## config.mk

```make
export PLATFORM = sky130hd
export DESIGN_NAME = alu_writeback
export DESIGN_NICKNAME = d
export VERILOG_FILES = /design/src/rtl/cpu_pkg.sv /design/src/rtl/wb_mem_timer.sv /design/src/rtl/alu_writeback.sv
export SDC_FILE = /design/constraint.sdc
export NUM_CORES = 1
export LEC_CHECK = 0
export CAP_MARGIN = 25
export CORE_MARGIN = 4
export CORE_UTILIZATION = 47
export DETAILED_ROUTE_END_ITERATION = 8
export GPL_ROUTABILITY_DRIVEN = 0
export PLACE_DENSITY_LB_ADDON = 0.12
export SYNTH_ARGS = -nofsm -noshare
export SYNTH_HDL_FRONTEND = slang
export SYNTH_SLANG_ARGS = --single-unit
```

## constraint.sdc

```tcl
create_clock -name clk -period 5.35 [get_ports clk]
set_input_delay 1.07 -clock clk [delete_from_list [all_inputs] [get_ports clk]]
set_output_delay 1.07 -clock clk [all_outputs]
set_load 0.05 [all_outputs]
```

## src/rtl/cpu_pkg.sv

```systemverilog
// Shared CPU definitions for the writeback stage: opcode encoding,
// writeback FSM state encoding and the op-class decode.
package cpu_pkg;

  localparam logic [4:0] OP_LD   = 5'd0;
  localparam logic [4:0] OP_LDI  = 5'd1;
  localparam logic [4:0] OP_ST   = 5'd2;
  localparam logic [4:0] OP_ADD  = 5'd3;
  localparam logic [4:0] OP_SUB  = 5'd4;
  localparam logic [4:0] OP_AND  = 5'd5;
  localparam logic [4:0] OP_OR   = 5'd6;
  localparam logic [4:0] OP_SHR  = 5'd7;
  localparam logic [4:0] OP_SHL  = 5'd9;
  localparam logic [4:0] OP_ROR  = 5'd10;
  localparam logic [4:0] OP_ROL  = 5'd11;
  localparam logic [4:0] OP_ADDI = 5'd12;
  localparam logic [4:0] OP_ANDI = 5'd13;
  localparam logic [4:0] OP_ORI  = 5'd14;
  localparam logic [4:0] OP_MUL  = 5'd15;
  localparam logic [4:0] OP_DIV  = 5'd16;
  localparam logic [4:0] OP_NEG  = 5'd17;
  localparam logic [4:0] OP_NOT  = 5'd18;
  localparam logic [4:0] OP_BR   = 5'd19;
  localparam logic [4:0] OP_SHRA = 5'd31;

  typedef enum logic [2:0] {
    ST_IDLE, ST_WB, ST_WR_HI, ST_WR_LO, ST_MEM_ADDR, ST_MEM_WAIT, ST_LD_WB, ST_BR
  } wb_state_e;

  typedef enum logic [2:0] {
    CLS_ALU, CLS_HILO, CLS_LOAD, CLS_STORE, CLS_BRANCH, CLS_ILLEGAL
  } op_class_e;

  function automatic op_class_e op_class(input logic [4:0] op);
    op_class_e c;
    case (op)
      OP_ADD, OP_SUB, OP_AND, OP_OR, OP_SHR, OP_SHL, OP_ROR, OP_ROL,
      OP_ADDI, OP_ANDI, OP_ORI, OP_NEG, OP_NOT, OP_SHRA, OP_LDI: c = CLS_ALU;
      OP_MUL, OP_DIV: c = CLS_HILO;
      OP_LD:          c = CLS_LOAD;
      OP_ST:          c = CLS_STORE;
      OP_BR:          c = CLS_BRANCH;
      default:        c = CLS_ILLEGAL;
    endcase
    return c;
  endfunction

endpackage

```

## src/rtl/wb_mem_timer.sv

```systemverilog
// Memory-wait timeout counter.
//  load    : clear count to 0
//  inc     : count up by one
//  expired : the increment on this edge brings the count to MEM_TIMEOUT,
//            i.e. the current MEM_WAIT cycle is the last one allowed
module wb_mem_timer #(
  parameter int MEM_TIMEOUT = 16,
  parameter int TMR_W       = 5
) (
  input  logic clk,
  input  logic clr,
  input  logic load,
  input  logic inc,
  output logic expired
);

  logic [TMR_W-1:0] cnt;

  always_ff @(posedge clk or negedge clr) begin
    if (!clr)      cnt <= '0;
    else if (load) cnt <= '0;
    else if (inc)  cnt <= cnt + 1'b1;
  end

  assign expired = (cnt == TMR_W'(MEM_TIMEOUT - 1));

endmodule

```

## src/rtl/alu_writeback.sv

```systemverilog
// ALU result-retirement stage. Captures the 64-bit result into Z and
// steers it to the regfile, HI/LO, MAR + memory handshake, or PC.
//  in:  clk, clr (async active-low), in_valid, opcode, rc, rdest,
//       br_taken, mdr_in, mem_done
//  out: in_ready, z_hi, z_lo, rf_we/rf_waddr/rf_wdata, hi_we, lo_we,
//       mar_we, mem_rd, mem_wr, pc_we, err
// Every output is a flop loaded from the next-state decode, so strobes
// line up with the state they belong to and nothing is combinational
// from the inputs.
module alu_writeback
  import cpu_pkg::*;
#(
  parameter int MEM_TIMEOUT = 16,
  parameter int TMR_W       = 5
) (
  input  logic        clk,
  input  logic        clr,
  input  logic        in_valid,
  output logic        in_ready,
  input  logic [4:0]  opcode,
  input  logic [63:0] rc,
  input  logic [3:0]  rdest,
  input  logic        br_taken,
  input  logic [31:0] mdr_in,
  input  logic        mem_done,
  output logic [31:0] z_hi,
  output logic [31:0] z_lo,
  output logic        rf_we,
  output logic [3:0]  rf_waddr,
  output logic [31:0] rf_wdata,
  output logic        hi_we,
  output logic        lo_we,
  output logic        mar_we,
  output logic        mem_rd,
  output logic        mem_wr,
  output logic        pc_we,
  output logic        err
);

  wb_state_e  state, state_nxt;
  logic [4:0] op_q;
  logic [3:0] rdest_q;
  logic       accept, is_load;
  logic       tmr_load, tmr_inc, tmr_expired;
  logic       illegal, timeout;

  assign accept  = in_valid & in_ready;
  assign is_load = (op_q == OP_LD);

  wb_mem_timer #(.MEM_TIMEOUT(MEM_TIMEOUT), .TMR_W(TMR_W)) u_tmr (
    .clk     (clk),
    .clr     (clr),
    .load    (tmr_load),
    .inc     (tmr_inc),
    .expired (tmr_expired)
  );

  always_comb begin
    state_nxt = state;
    tmr_load  = 1'b0;
    tmr_inc   = 1'b0;
    illegal   = 1'b0;
    timeout   = 1'b0;
    case (state)
      ST_IDLE: if (accept) begin
        case (op_class(opcode))
          CLS_ALU:               state_nxt = ST_WB;
          CLS_HILO:              state_nxt = ST_WR_HI;
          CLS_LOAD, CLS_STORE:   state_nxt = ST_MEM_ADDR;
          CLS_BRANCH:            state_nxt = ST_BR;
          default:               illegal   = 1'b1;
        endcase
      end
      ST_WR_HI:    state_nxt = ST_WR_LO;
      ST_MEM_ADDR: begin
        state_nxt = ST_MEM_WAIT;
        tmr_load  = 1'b1;
      end
      ST_MEM_WAIT: begin
        tmr_inc = 1'b1;
        // mem_done takes priority over a coincident timeout
        if (mem_done) state_nxt = is_load ? ST_LD_WB : ST_IDLE;
        else if (tmr_expired) begin
          state_nxt = ST_IDLE;
          timeout   = 1'b1;
        end
      end
      default:     state_nxt = ST_IDLE;  // WB, WR_LO, LD_WB, BR
    endcase
  end

  always_ff @(posedge clk or negedge clr) begin
    if (!clr) begin
      state   <= ST_IDLE;
      z_hi    <= '0;
      z_lo    <= '0;
      op_q    <= '0;
      rdest_q <= '0;
    end else begin
      state <= state_nxt;
      if (accept) begin
        {z_hi, z_lo} <= rc;
        op_q         <= opcode;
        rdest_q      <= rdest;
      end
    end
  end

  always_ff @(posedge clk or negedge clr) begin
    if (!clr) begin
      in_ready <= 1'b1;
      rf_we    <= 1'b0;
      rf_waddr <= '0;
      rf_wdata <= '0;
      hi_we    <= 1'b0;
      lo_we    <= 1'b0;
      mar_we   <= 1'b0;
      mem_rd   <= 1'b0;
      mem_wr   <= 1'b0;
      pc_we    <= 1'b0;
      err      <= 1'b0;
    end else begin
      in_ready <= (state_nxt == ST_IDLE);
      rf_we    <= (state_nxt == ST_WB) || (state_nxt == ST_LD_WB);
      hi_we    <= (state_nxt == ST_WR_HI);
      lo_we    <= (state_nxt == ST_WR_LO);
      mar_we   <= (state_nxt == ST_MEM_ADDR);
      mem_rd   <= (state_nxt == ST_MEM_WAIT) &&  is_load;
      mem_wr   <= (state_nxt == ST_MEM_WAIT) && !is_load;
      // CON result arrives alongside the branch op
      pc_we    <= (state_nxt == ST_BR) && br_taken;
      err      <= illegal | timeout;
      if (state_nxt == ST_WB) begin
        rf_waddr <= rdest;
        rf_wdata <= rc[31:0];
      end else if (state_nxt == ST_LD_WB) begin
        rf_waddr <= rdest_q;
        rf_wdata <= mdr_in;  // captured on the mem_done edge
      end
    end
  end

endmodule

```

==> results.tsv <==
metric	value	unit
status	finished, final reports clean	
final-report setup violation count	0	
hold_ws	0.480	ns
arrival time at the worst endpoint	3.60	ns
Synth top area share	0.561	
cell taking the most area after synthesis	dfrtp_1	
Die ar.	0.0137	mm2
n_diodes	0	
worst-path cell chain	clkdlybuf4s50_1 > inv_1 > or4_4 > o211ai_2 > nand3b_1 > buf_4 > mux2_2	
num ports	219	
commonest cells after routing, fill and taps aside	clkdlybuf4s50_1 (217), dfrtp_1 (125), mux2_2 (85)	
wirelength, routed	14000	um
Comb pwr share	0.541	
prevailing post-synth register cell	dfrtp_1	
# nets final	699	
Leak	3.77	nW
Area Growth Syn to Fin	51.8	%
Max Clock Freq	0.301	GHz
Cells after Synth	364	
setup TNS	0	ns
crit share post-route	0.620	
Internal	0.00358	W
RSZ-0062 raised after global routing	no	
Flop pwr share	0.260	
hold buffer count at CTS	0	
WP data required	5.63	ns
post-layout min period	3.32	ns
switching power	0.00254	W
Initial Utilization	0.484	
Final ANT Viol Nets	0	
first-pass GRT wire length	21600	um
die extent in x	117	um
via count	3760	
Syn Nets	476	
pin count of the biggest net entering global routing	76	
FP Rows	39	
FF+latch count, synth	126	
Setup Skew	0.00595	ns
Vias per Instance	5.06	
gr ovfl total	0	
drt drc	0	
CTS resizes	0	
Yosys Warn Count	0	
initial antenna violation count	0	
leading cell type in the layout, fill and taps excluded	clkdlybuf4s50_1	
CP Launch Type	primary input	
Worst-path clk slew	0.05	ns
endpoint type of the worst setup path	register	
worst setup path class	primary input to register	
final hold vios	0	
FILL cells	820	
Clock power frac	0.199	
layout cell share with drive strength beyond 1	0.308	
post-synthesis cell type count	36	
register area share after synthesis	0.566	
clk sinks	126	
Initial DRC Count	158	
Area contributors post-synth	dfrtp_1 (56%), mux2_2 (17%), mux2_4 (16%)	
switch share	0.415	
cell area after synthesis	0.00558	mm2
GRT Util Overall	0.209	
Core Util, Final	0.735	
Die Ht	117	um
Worst Tran Pin Value	1.02	ns
Worst Path Max Fanout	38	
Worst Hold Class	register to register	
Core Area	0.0115	mm2
clock latency on the worst-skew pair	0.40	ns
Final Slew Violations	0	
PortBufs	218	
Clock H-tree levels	4	
vias in the first global route	4159	
CTS max path bufs	2	
Root Driver	clkbuf_16	
number of synthesized flops with an enable pin	0	
Post-Syn Area per Cell	15.3	um2
slew margin rel.	0.320	
PD cells	723	mW/mm2
total of max-cap violations	0	
Crit-path slowest cell	or4_4	
post-CTS setup buffer count	0	
CP peak stage delay	0.86	ns
Peak VDD IR	420	uV
DRT Pass-1 Iters	4	
total CTS buffers	17	
dpl hpwl	10100	um
WL/cell	18.8	um
FFs w/ async S/R, synth	1.00	
CTS tree	yes	
## area by class of cell
type / instances / area [um2] / share of cell area
clock buffers: 21 / 470 / 0.0556
clock inverters: 11 / 163 / 0.0192
inverters: 8 / 30.0 / 0.00355
multi-input cells: 212 / 2260 / 0.267
flip-flops and latches: 126 / 3150 / 0.373
well taps: 143 / 179 / 0.0211
repair buffers: 222 / 2210 / 0.261
## power by group through the flow
| stage | Sequential (W) | Clock, W | Combinational, W |
|---|---|---|---|
| CTS | 0.00160 | 0.00124 | 0.00334 |
| floorplan | 0.00289 | 0 | 0.000997 |
| finish | 0.00159 | 0.00122 | 0.00331 |
| detailed placement | 0.00161 | 0 | 0.00332 |
| global route | 0.00165 | 0.00129 | 0.00346 |
| global placement | 0.00158 | 0 | 0.00329 |
## Yosys cell counts (3+ instances only)
library cell,n
nor2_1,9
clkbuf_1,10
buf_8,3
dfrtp_1,125
mux2_2,85
and3_1,3
nor3_1,3
nand3_1,3
buf_6,5
mux2_4,58
nand2b_1,3
inv_1,8
nand2_1,11
o21ai_0,9
## worst paths after layout
check,startpoint,end,slack (ns),cells past startpoint
hold / removal,u_tmr.cnt[4],u_tmr.cnt[4],0.48,2
min in group asynchronous,clr,z_lo[24],0.64,1
setup reg to reg,op_q[0],rf_waddr[3],2.33,6
hold reg to reg,u_tmr.cnt[4],u_tmr.cnt[4],0.48,2
max in group asynchronous,clr,lo_we,3.62,2
setup / recovery,mem_done,rf_waddr[3],2.03,7
## layer usage
metal,up-vias,share of wire,global-route usage
met4,0,0.017,0.0749
li1,1747,-,-
met2,160,0.48,0.339
met1,1835,0.39,0.242
met5,-,0,0
met3,18,0.11,0.102
## stage by stage
stage,instance area (um2),setup slack (ns),cells,power (W)
3_5_place_dp,7830,1.61,711,0.00493
6_report,8470,2.03,743,0.00612
2_1_floorplan,5580,2.55,364,0.00389
5_1_grt,8470,1.94,743,0.00640
4_1_cts,8470,2.02,743,0.00618
3_3_place_gp,7830,1.63,711,0.00487
## critical path: cells and delay by family
family | cells | cell delay (ns)
mux | 1 | 0.38
simple gates | 2 | 1.02
buf+inv | 3 | 0.85
compound gates | 1 | 0.24
## flip-flops by register name (all words and copies together) (netlist names), 3 cells and up
| signal | flops |
|---|---|
| op_q | 5 |
| z_hi | 32 |
| rf_waddr | 4 |
| state | 3 |
| z_lo | 32 |
| rdest_q | 4 |
| rf_wdata | 32 |
| u_tmr.cnt | 5 |
## kinds of logic after synthesis
kind of cell / after synthesis / share of synthesized area
fa+ha+maj: 2 / 0.00449
buf+inv: 26 / 0.0303
simple gates: 46 / 0.0449
compound gates: 20 / 0.0254
mux: 143 / 0.328
flops: 126 / 0.566
xor+xnor: 1 / 0.00157
(Power assumes the default switching activity.)
